## src/rtl/memory_access.sv

```systemverilog
// memory_access
//   Load/store stage of the single-cycle MIPS core. Turns a load or store
//   request from execute into one request/acknowledge transaction on the
//   data-memory bus. It handles byte lanes, sign/zero extension of loads
//   and misalignment detection, and it stalls the PC until the access
//   completes or times out.
//
// Ports
//   i_clk, i_rst          clock (rising edge), async active-high reset
//   i_memRead/i_memWrite  load / store requested by the instruction
//   i_size                00 byte, 01 half, 10 word, 11 reserved
//   i_extOp               load extension: 1 sign, 0 zero
//   i_addr, i_wdata       effective address and store data
//   o_rdata               registered load result
//   o_stall               hold PC / instruction this cycle
//   o_misalign            illegal access presented while idle
//   o_buserr              access timed out (valid in DONE)
//   o_bus_*               registered bus request fields
//   i_bus_ack, i_bus_rdata  bus completion and read data
module memory_access #(
  parameter int unsigned TIMEOUT = 16
) (
  input  logic        i_clk,
  input  logic        i_rst,
  input  logic        i_memRead,
  input  logic        i_memWrite,
  input  logic [1:0]  i_size,
  input  logic        i_extOp,
  input  logic [31:0] i_addr,
  input  logic [31:0] i_wdata,
  output logic [31:0] o_rdata,
  output logic        o_stall,
  output logic        o_misalign,
  output logic        o_buserr,
  output logic        o_bus_req,
  output logic        o_bus_we,
  output logic [31:0] o_bus_addr,
  output logic [3:0]  o_bus_be,
  output logic [31:0] o_bus_wdata,
  input  logic        i_bus_ack,
  input  logic [31:0] i_bus_rdata
);

  typedef enum logic [1:0] {IDLE, REQ, DONE} state_t;

  // Counter value on the last REQ cycle before the access is abandoned.
  localparam logic [7:0] LAST_WAIT = 8'(TIMEOUT - 1);

  state_t      state_q, state_d;
  logic [7:0]  cnt_q, cnt_d;
  logic        bus_req_q, bus_req_d;
  logic        bus_we_q, bus_we_d;
  logic [31:0] bus_addr_q, bus_addr_d;
  logic [3:0]  bus_be_q, bus_be_d;
  logic [31:0] bus_wdata_q, bus_wdata_d;
  logic [1:0]  size_q, size_d;
  logic        ext_q, ext_d;
  logic [1:0]  lane_q, lane_d;
  logic [31:0] rdata_q, rdata_d;
  logic        buserr_q, buserr_d;

  logic        any_req;
  logic        bad_align;
  logic        illegal;
  logic        start;
  logic [3:0]  be_new;
  logic [31:0] wdata_new;
  logic [7:0]  byte_sel;
  logic [15:0] half_sel;
  logic [31:0] load_val;

  // Request decode. Read and write together is not an access at all, but it
  // is still reported as illegal so the core can trap on it.
  always_comb begin
    any_req   = i_memRead | i_memWrite;
    bad_align = 1'b0;
    unique case (i_size)
      2'b00:   bad_align = 1'b0;
      2'b01:   bad_align = i_addr[0];
      2'b10:   bad_align = (i_addr[1:0] != 2'b00);
      default: bad_align = 1'b1;
    endcase
    illegal = any_req & ((i_memRead & i_memWrite) | bad_align);
    start   = (state_q == IDLE) & (i_memRead ^ i_memWrite) & ~illegal;
  end

  // Byte enables and lane-replicated store data for the presented request.
  always_comb begin
    be_new    = 4'b1111;
    wdata_new = i_wdata;
    unique case (i_size)
      2'b00: begin
        be_new    = 4'b0001 << i_addr[1:0];
        wdata_new = {4{i_wdata[7:0]}};
      end
      2'b01: begin
        be_new    = i_addr[1] ? 4'b1100 : 4'b0011;
        wdata_new = {2{i_wdata[15:0]}};
      end
      default: begin
        be_new    = 4'b1111;
        wdata_new = i_wdata;
      end
    endcase
  end

  // Load data selection uses the latched lane and size, so the request inputs
  // are free to change while the bus transaction is in flight.
  always_comb begin
    byte_sel = i_bus_rdata[{lane_q, 3'b000} +: 8];
    half_sel = lane_q[1] ? i_bus_rdata[31:16] : i_bus_rdata[15:0];
    unique case (size_q)
      2'b00:   load_val = {{24{ext_q & byte_sel[7]}}, byte_sel};
      2'b01:   load_val = {{16{ext_q & half_sel[15]}}, half_sel};
      default: load_val = i_bus_rdata;
    endcase
  end

  // Next-state logic: every register holds unless a state below updates it.
  always_comb begin
    state_d     = state_q;
    cnt_d       = cnt_q;
    bus_req_d   = bus_req_q;
    bus_we_d    = bus_we_q;
    bus_addr_d  = bus_addr_q;
    bus_be_d    = bus_be_q;
    bus_wdata_d = bus_wdata_q;
    size_d      = size_q;
    ext_d       = ext_q;
    lane_d      = lane_q;
    rdata_d     = rdata_q;
    buserr_d    = buserr_q;
    unique case (state_q)
      IDLE: begin
        cnt_d    = 8'd0;
        buserr_d = 1'b0;
        if (start) begin
          state_d     = REQ;
          bus_req_d   = 1'b1;
          bus_we_d    = i_memWrite;
          bus_addr_d  = {i_addr[31:2], 2'b00};
          bus_be_d    = be_new;
          bus_wdata_d = wdata_new;
          size_d      = i_size;
          ext_d       = i_extOp;
          lane_d      = i_addr[1:0];
        end
      end
      REQ: begin
        if (i_bus_ack) begin
          state_d   = DONE;
          bus_req_d = 1'b0;
          cnt_d     = 8'd0;
          if (!bus_we_q) rdata_d = load_val;
        end else if (cnt_q == LAST_WAIT) begin
          state_d   = DONE;
          bus_req_d = 1'b0;
          cnt_d     = 8'd0;
          buserr_d  = 1'b1;
          if (!bus_we_q) rdata_d = 32'd0;
        end else begin
          cnt_d = cnt_q + 8'd1;
        end
      end
      DONE: begin
        state_d  = IDLE;
        cnt_d    = 8'd0;
        buserr_d = 1'b0;
      end
      default: begin
        state_d   = IDLE;
        bus_req_d = 1'b0;
        cnt_d     = 8'd0;
      end
    endcase
  end

  // State and request registers; reset drops the request immediately.
  always_ff @(posedge i_clk or posedge i_rst) begin
    if (i_rst) begin
      state_q     <= IDLE;
      cnt_q       <= 8'd0;
      bus_req_q   <= 1'b0;
      bus_we_q    <= 1'b0;
      bus_addr_q  <= 32'd0;
      bus_be_q    <= 4'd0;
      bus_wdata_q <= 32'd0;
      size_q      <= 2'd0;
      ext_q       <= 1'b0;
      lane_q      <= 2'd0;
      rdata_q     <= 32'd0;
      buserr_q    <= 1'b0;
    end else begin
      state_q     <= state_d;
      cnt_q       <= cnt_d;
      bus_req_q   <= bus_req_d;
      bus_we_q    <= bus_we_d;
      bus_addr_q  <= bus_addr_d;
      bus_be_q    <= bus_be_d;
      bus_wdata_q <= bus_wdata_d;
      size_q      <= size_d;
      ext_q       <= ext_d;
      lane_q      <= lane_d;
      rdata_q     <= rdata_d;
      buserr_q    <= buserr_d;
    end
  end

  // The IDLE cycle of a legal access already stalls, before REQ is entered.
  assign o_stall     = start | (state_q == REQ);
  assign o_misalign  = (state_q == IDLE) & illegal;
  assign o_buserr    = buserr_q;
  assign o_rdata     = rdata_q;
  assign o_bus_req   = bus_req_q;
  assign o_bus_we    = bus_we_q;
  assign o_bus_addr  = bus_addr_q;
  assign o_bus_be    = bus_be_q;
  assign o_bus_wdata = bus_wdata_q;

endmodule
```

## config.mk

```make
export PLATFORM = sky130hd
export DESIGN_NAME = memory_access
export DESIGN_NICKNAME = d
export VERILOG_FILES = /design/src/rtl/memory_access.sv
export SDC_FILE = /design/constraint.sdc
export NUM_CORES = 1
export LEC_CHECK = 0
export CAP_MARGIN = 20
export CORE_UTILIZATION = 48
export DETAILED_ROUTE_END_ITERATION = 10
export PLACE_DENSITY = 0.87
export SETUP_SLACK_MARGIN = 0.2
export SYNTH_ARGS = -nofsm -noshare
export SYNTH_HDL_FRONTEND = slang
export SYNTH_SLANG_ARGS = --single-unit
export TNS_END_PERCENT = 1
```

## constraint.sdc

```tcl
create_clock -name i_clk -period 11.34 [get_ports i_clk]
set_input_delay 2.835 -clock i_clk [delete_from_list [all_inputs] [get_ports i_clk]]
set_output_delay 2.835 -clock i_clk [all_outputs]
set_load 0.05 [all_outputs]
```

==> reports/results.tsv, run 1 <==
metric	value	unit
cts.sinks	116	
routed.top_layer	met4	
syn_inst	421	
cts_tree	done	
syn_area	0.00541	mm2
cp.required	8.51	ns
grt_overflow	0	
dp_slack	3.14	ns
fin_nets	732	
slew_headroom	23.0	%
hpwlAfterDp	10.5	mm
cts.hold.buffers_added	0	
met2_length	7.49	mm
avgViaCountPerCell	5.58	
total_power	2.63	mW
grt_pass1_vias	4559	
end_kind	output pin	
synth_seq_area_share	53.7	%
place.gp.congestion	0.844	
start_util	49.7	%
multiInputGateArea	0.00232	mm2
synth.distinct_cells	48	
wl_per_cell	19.0	um
finalSetupViolations	0	
cp_max_fo	15	
period_share	72.2	%
io_pins	209	
fin_cells	778	
cts_setup_buffers	0	
syn_area_per_cell	12.8	um2
antenna_cells	0	
layout_commonest_cell	clkdlybuf4s50_1	
root_buffer	clkbuf_8	
cp-start-kind	input pin	
rsz0062_at_grt	no	
drive_gt1_share	13.9	%
ir_drop	0.218	mV
synth-edff-count	0	
run_status	finished clean	
ant_nets	0	
leakagePower	3.38	nW
die_h	108	um
ctsResizeCount	0	
firstDrtPassIters	4	
final_cell_mix	clkdlybuf4s50_1, dfrtp_1, mux2_1	
critical_path_class	in -> out	
cts_made_buffers	17	
synth_flop_cell	dfrtp_1	
core	0.0109	mm2
wirelength	14.8	mm
maxSlewViolCount	0	
clk_latency	0.52	ns
async_reset_ff_share	100	%
grt_max_degree	85	
drt_iter0_drc	177	
grtUsageTotal	26.7	%
synth-seq-cells	116	
num-fill-cells	727	
dpl.cell_count	745	
htreeDepth	4	
min_path_type	reg -> reg	
ctsLongestPathBuffers	2	
power_density	322	mW/mm2
antenna_found_initial	0	
worstMarginPinSlew	1.15	ns
row_count	38	
max_freq	122	MHz
vias	4343	
grt_pass1_wl	23.3	mm
period_minus_slack	8.18	ns
portBuffers	206	
setup_tns	0	ns
clkTransAtPathRegs	0.05	ns
wl_met1	5.72	mm
syn2layout_area_growth	50.9	%
yosys_warnings	0	
post-route-drc-count	0	
route.met3.wl	1.27	mm
die_width	108	um
dieArea	0.0117	mm2
critPathArrivalTime	5.35	ns
skew	0.00747	ns
setup_ws	3.16	ns
maxCapViolCount	0	
hold_viol_final	0	
regArea	0.00290	mm2
## registers in the layout (all words and copies together) (netlist names)
signal / count
o_rdata: 32
o_bus_we: 1
ext_q: 1
o_bus_req: 1
o_bus_addr: 30
o_buserr: 1
size_q: 2
o_bus_be: 4
lane_q: 2
state_q: 2
cnt_q: 8
o_bus_wdata: 32
## path summary, 6_finish.rpt
check	start	slack (ns)	cells past startpoint	to
worst max-delay path	i_size[0]	3.16	6	o_stall
worst min-delay path	cnt_q[0]$_DFF_PP0_	0.45	1	cnt_q[0]$_DFF_PP0_
worst max register to register	size_q[1]$_DFFE_PP0P_	8.71	3	o_rdata[21]$_DFFE_PP0P_
worst min register to register	cnt_q[0]$_DFF_PP0_	0.45	1	cnt_q[0]$_DFF_PP0_
max in group asynchronous	i_rst	7.68	4	o_bus_wdata[14]$_DFFE_PP0P_
min in group asynchronous	i_rst	2.67	2	o_bus_addr[10]$_DFFE_PP0P_
## routing by layer
metal	up-vias	GRT usage [%]
li1	1959	-
met1	2158	30.8
met2	203	45.5
met3	23	9.52
met4	0	10.2
met5	-	0
## cells in the mapped netlist, drive strengths merged (2+ instances only)
library cell    n  area, um2
a21oi          10       50.1
a221o          16        160
a32o            7       70.1
and2            2       12.5
and3            2       12.5
buf            21        149
clkbuf          6       22.5
dfrtp         116       2900
ha              3       37.5
inv             7       26.3
mux2           90       1020
mux2i          15        150
nand2          21       78.8
nand2b         12       75.1
nor2           15       63.8
nor2b           4       25.0
nor3            3       20.0
nor3b           3       27.5
o21ai          22        114
o21bai          3       22.5
o221ai          7       61.3
o2bb2ai         9       78.8
or3             8       50.1
xnor2           2       17.5
xor2            4       35.0
## stage by stage
step           instance area, um2  utilization [%]  hold slack [ns]
2_1_floorplan                5410                -            0.424
3_5_place_dp                 7520             69.1            0.451
3_3_place_gp                 7520             69.1            0.443
5_1_grt                      8160             75.0            0.482
6_report                     8160             75.0            0.451
4_1_cts                      8140             74.7            0.457
## power by group
| group | switching, mW | leakage (nW) | internal (mW) |
|---|---|---|---|
| Clock | 0.179 | 0.305 | 0.372 |
| Sequential | 0.127 | 1.41 | 0.594 |
| Combinational | 0.868 | 1.67 | 0.489 |
## final cells by class
cell class	instances	share of cell area, %
Clock buffer	22	5.67
Clock inverter	10	1.87
Inverter	8	0.399
Multi-Input combinational cell	271	28.4
Sequential cell	116	35.6
Tap cell	140	2.15
Timing Repair Buffer	211	26.0
## cell families after synthesis
| family | synth area share (%) |
|---|---|
| xor gates and xnor gates | 0.972 |
| AOI/OAI and AO/OA | 11.7 |
| DFF | 53.7 |
| buffers and inverters | 3.72 |
| muxes | 21.6 |
| other | 0.0693 |
| adders and majority gates | 0.694 |
| and+or+nand+nor | 7.56 |
## worst max-delay path, stage by stage
cell and delay, ns:
clkdlybuf4s50_1 0.82, o21ai_1 0.34, a211oi_2 0.13, nor4b_4 0.27
nand2b_1 0.15, clkdlybuf4s50_1 0.80
No activity file was read; power rests on OpenSTA's default activity.
==> run 2: changes to the inputs <==
--- a/config.mk
+++ b/config.mk
@@ -6,9 +6,9 @@
 export NUM_CORES = 1
 export LEC_CHECK = 0
 export CAP_MARGIN = 20
-export CORE_UTILIZATION = 48
+export CORE_UTILIZATION = 44
 export DETAILED_ROUTE_END_ITERATION = 10
-export PLACE_DENSITY = 0.87
+export PLACE_DENSITY = 0.8
 export SETUP_SLACK_MARGIN = 0.2
 export SYNTH_ARGS = -nofsm -noshare
 export SYNTH_HDL_FRONTEND = slang
==> constraint.sdc (replaced) <==
create_clock -name i_clk -period 8.2 [get_ports i_clk]
set_input_delay 2.05 -clock i_clk [delete_from_list [all_inputs] [get_ports i_clk]]
set_output_delay 2.05 -clock i_clk [all_outputs]
set_load 0.05 [all_outputs]
==> reports/results.tsv, run 2 (synthesized netlist as in run 1, its figures left out) <==
metric	value	unit
run_status	finished clean	
portBuffers	206	
whs_path_depth	1	
slowest_stage	clkdlybuf4s50_1	
grtUsageTotal	23.6	%
root_buffer	clkbuf_16	
pwr-share-seq	28.1	%
cts.sinks	116	
rsz0062_at_grt	no	
cp_num_cells	6	
cts.hold.buffers_added	0	
ant_nets	0	
whs	0.471	ns
slew_headroom	29.3	%
leakagePower	3.34	nW
htreeDepth	4	
syn2layout_area_growth	49.2	%
end_kind	output pin	
final_cell_mix	clkdlybuf4s50_1, dfrtp_1, mux2_1	
clkPwrFrac	19.1	%
antenna_cells	0	
r2r_slack	5.74	ns
grt_pass1_wl	23.0	mm
cp-start-kind	input pin	
final_cell_area	0.00807	mm2
power_density	437	mW/mm2
switching_share	45.4	%
holdCritStartpoint	cnt_q[0]$_DFF_PP0_	
dieArea	0.0127	mm2
start_util	45.0	%
crit_chain	clkdlybuf4s50_1 -> ha_1 -> nor2_1 -> a211oi_2 -> nor3b_1 -> clkdlybuf4s50_1	
period_minus_slack	6.30	ns
post-route-drc-count	0	
r2r_cells	3	
die_h	113	um
wirelength	14.4	mm
p_int	1.93	mW
r2r_end	o_rdata[18]$_DFFE_PP0P_	
cts_made_buffers	17	
wl_per_cell	18.4	um
hpwlAfterDp	10.1	mm
core	0.0120	mm2
fin_nets	732	
critical_path_class	in -> out	
finalSetupViolations	0	
cts_setup_buffers	0	
period_share	76.9	%
avgViaCountPerCell	5.44	
hold_viol_final	0	
vias	4254	
place.gp.congestion	0.805	
clkTransAtPathRegs	0.05	ns
layout_commonest_cell	clkdlybuf4s50_1	
min_path_type	reg -> reg	
io_pins	209	
grt_pass1_vias	4497	
crit_buf_inv	2	
setup_ws	1.90	ns
drt_iter0_drc	227	
skew	0.00600	ns
ctsResizeCount	0	
r2r-start	size_q[1]$_DFFE_PP0P_	
path_delay_family	buffers and inverters	
clk_latency	0.41	ns
ir_drop	0.278	mV
worstMarginPinSlew	1.06	ns
grt_overflow	0	
antenna_found_initial	0	
dp_slack	1.86	ns
max_freq	159	MHz
placed_cell_area	0.00754	mm2
setup_tns	0	ns
grt_max_degree	75	
cp_common_cell	clkdlybuf4s50_1	
pwr-share-comb	52.8	%
row_count	40	
ctsLongestPathBuffers	2	
maxCapViolCount	0	
maxSlewViolCount	0	
drive_gt1_share	13.4	%
critPathArrivalTime	4.25	ns
cp_max_fo	3	
firstDrtPassIters	4	
total_power	3.53	mW
switching_power	1.60	mW
cp.required	6.15	ns
cts_tree	done	
worst_hold_path.endpoint	cnt_q[0]$_DFF_PP0_	
slowest_delay	0.85	ns
die_width	113	um
## run 2: final cells by class
type	instances	area, um2
Clock buffer	23	478
Multi-Input combinational cell	271	2320
Inverter	8	32.5
Clock inverter	6	55.1
Timing Repair Buffer	211	2100
Tap cell	147	184
Sequential cell	116	2900
Fill cell	916	3940
## run 2: how the worst max path moves through the flow
stage | start | endpoint
after CTS | i_memWrite | o_misalign
final | i_memWrite | o_misalign
after floorplan | i_memRead | o_misalign
after global placement | i_size[0] | o_misalign
after detailed placement | i_memWrite | o_misalign
after global routing | i_memWrite | o_misalign
## run 2: stage by stage
stage          std cells  util, %
4_1_cts              782     67.2
3_3_place_gp         753     62.7
2_1_floorplan        422        -
5_1_grt              782     67.2
3_5_place_dp         753     62.7
6_report             782     67.2
## run 2: power by group through the flow
stage / clock (mW) / sequential [mW] / combinational (mW)
final: 0.674 / 0.990 / 1.86
after global routing: 0.712 / 1.02 / 1.94
after CTS: 0.687 / 0.992 / 1.87
after detailed placement: 0 / 0.996 / 1.86
after global placement: 0 / 0.978 / 1.85
after floorplan: 0 / 1.78 / 0.426
## run 2: layer usage
layer  share of wire [%]  global-route usage [%]  wire, um  up-vias
met2                  49                    40.3      7010      181
met4                 2.0                    8.86       284        0
li1                    -                       -         -     1944
met1                  40                    26.3      5770     2106
met5                   0                       0         0        -
met3                 9.2                    9.91      1330       23
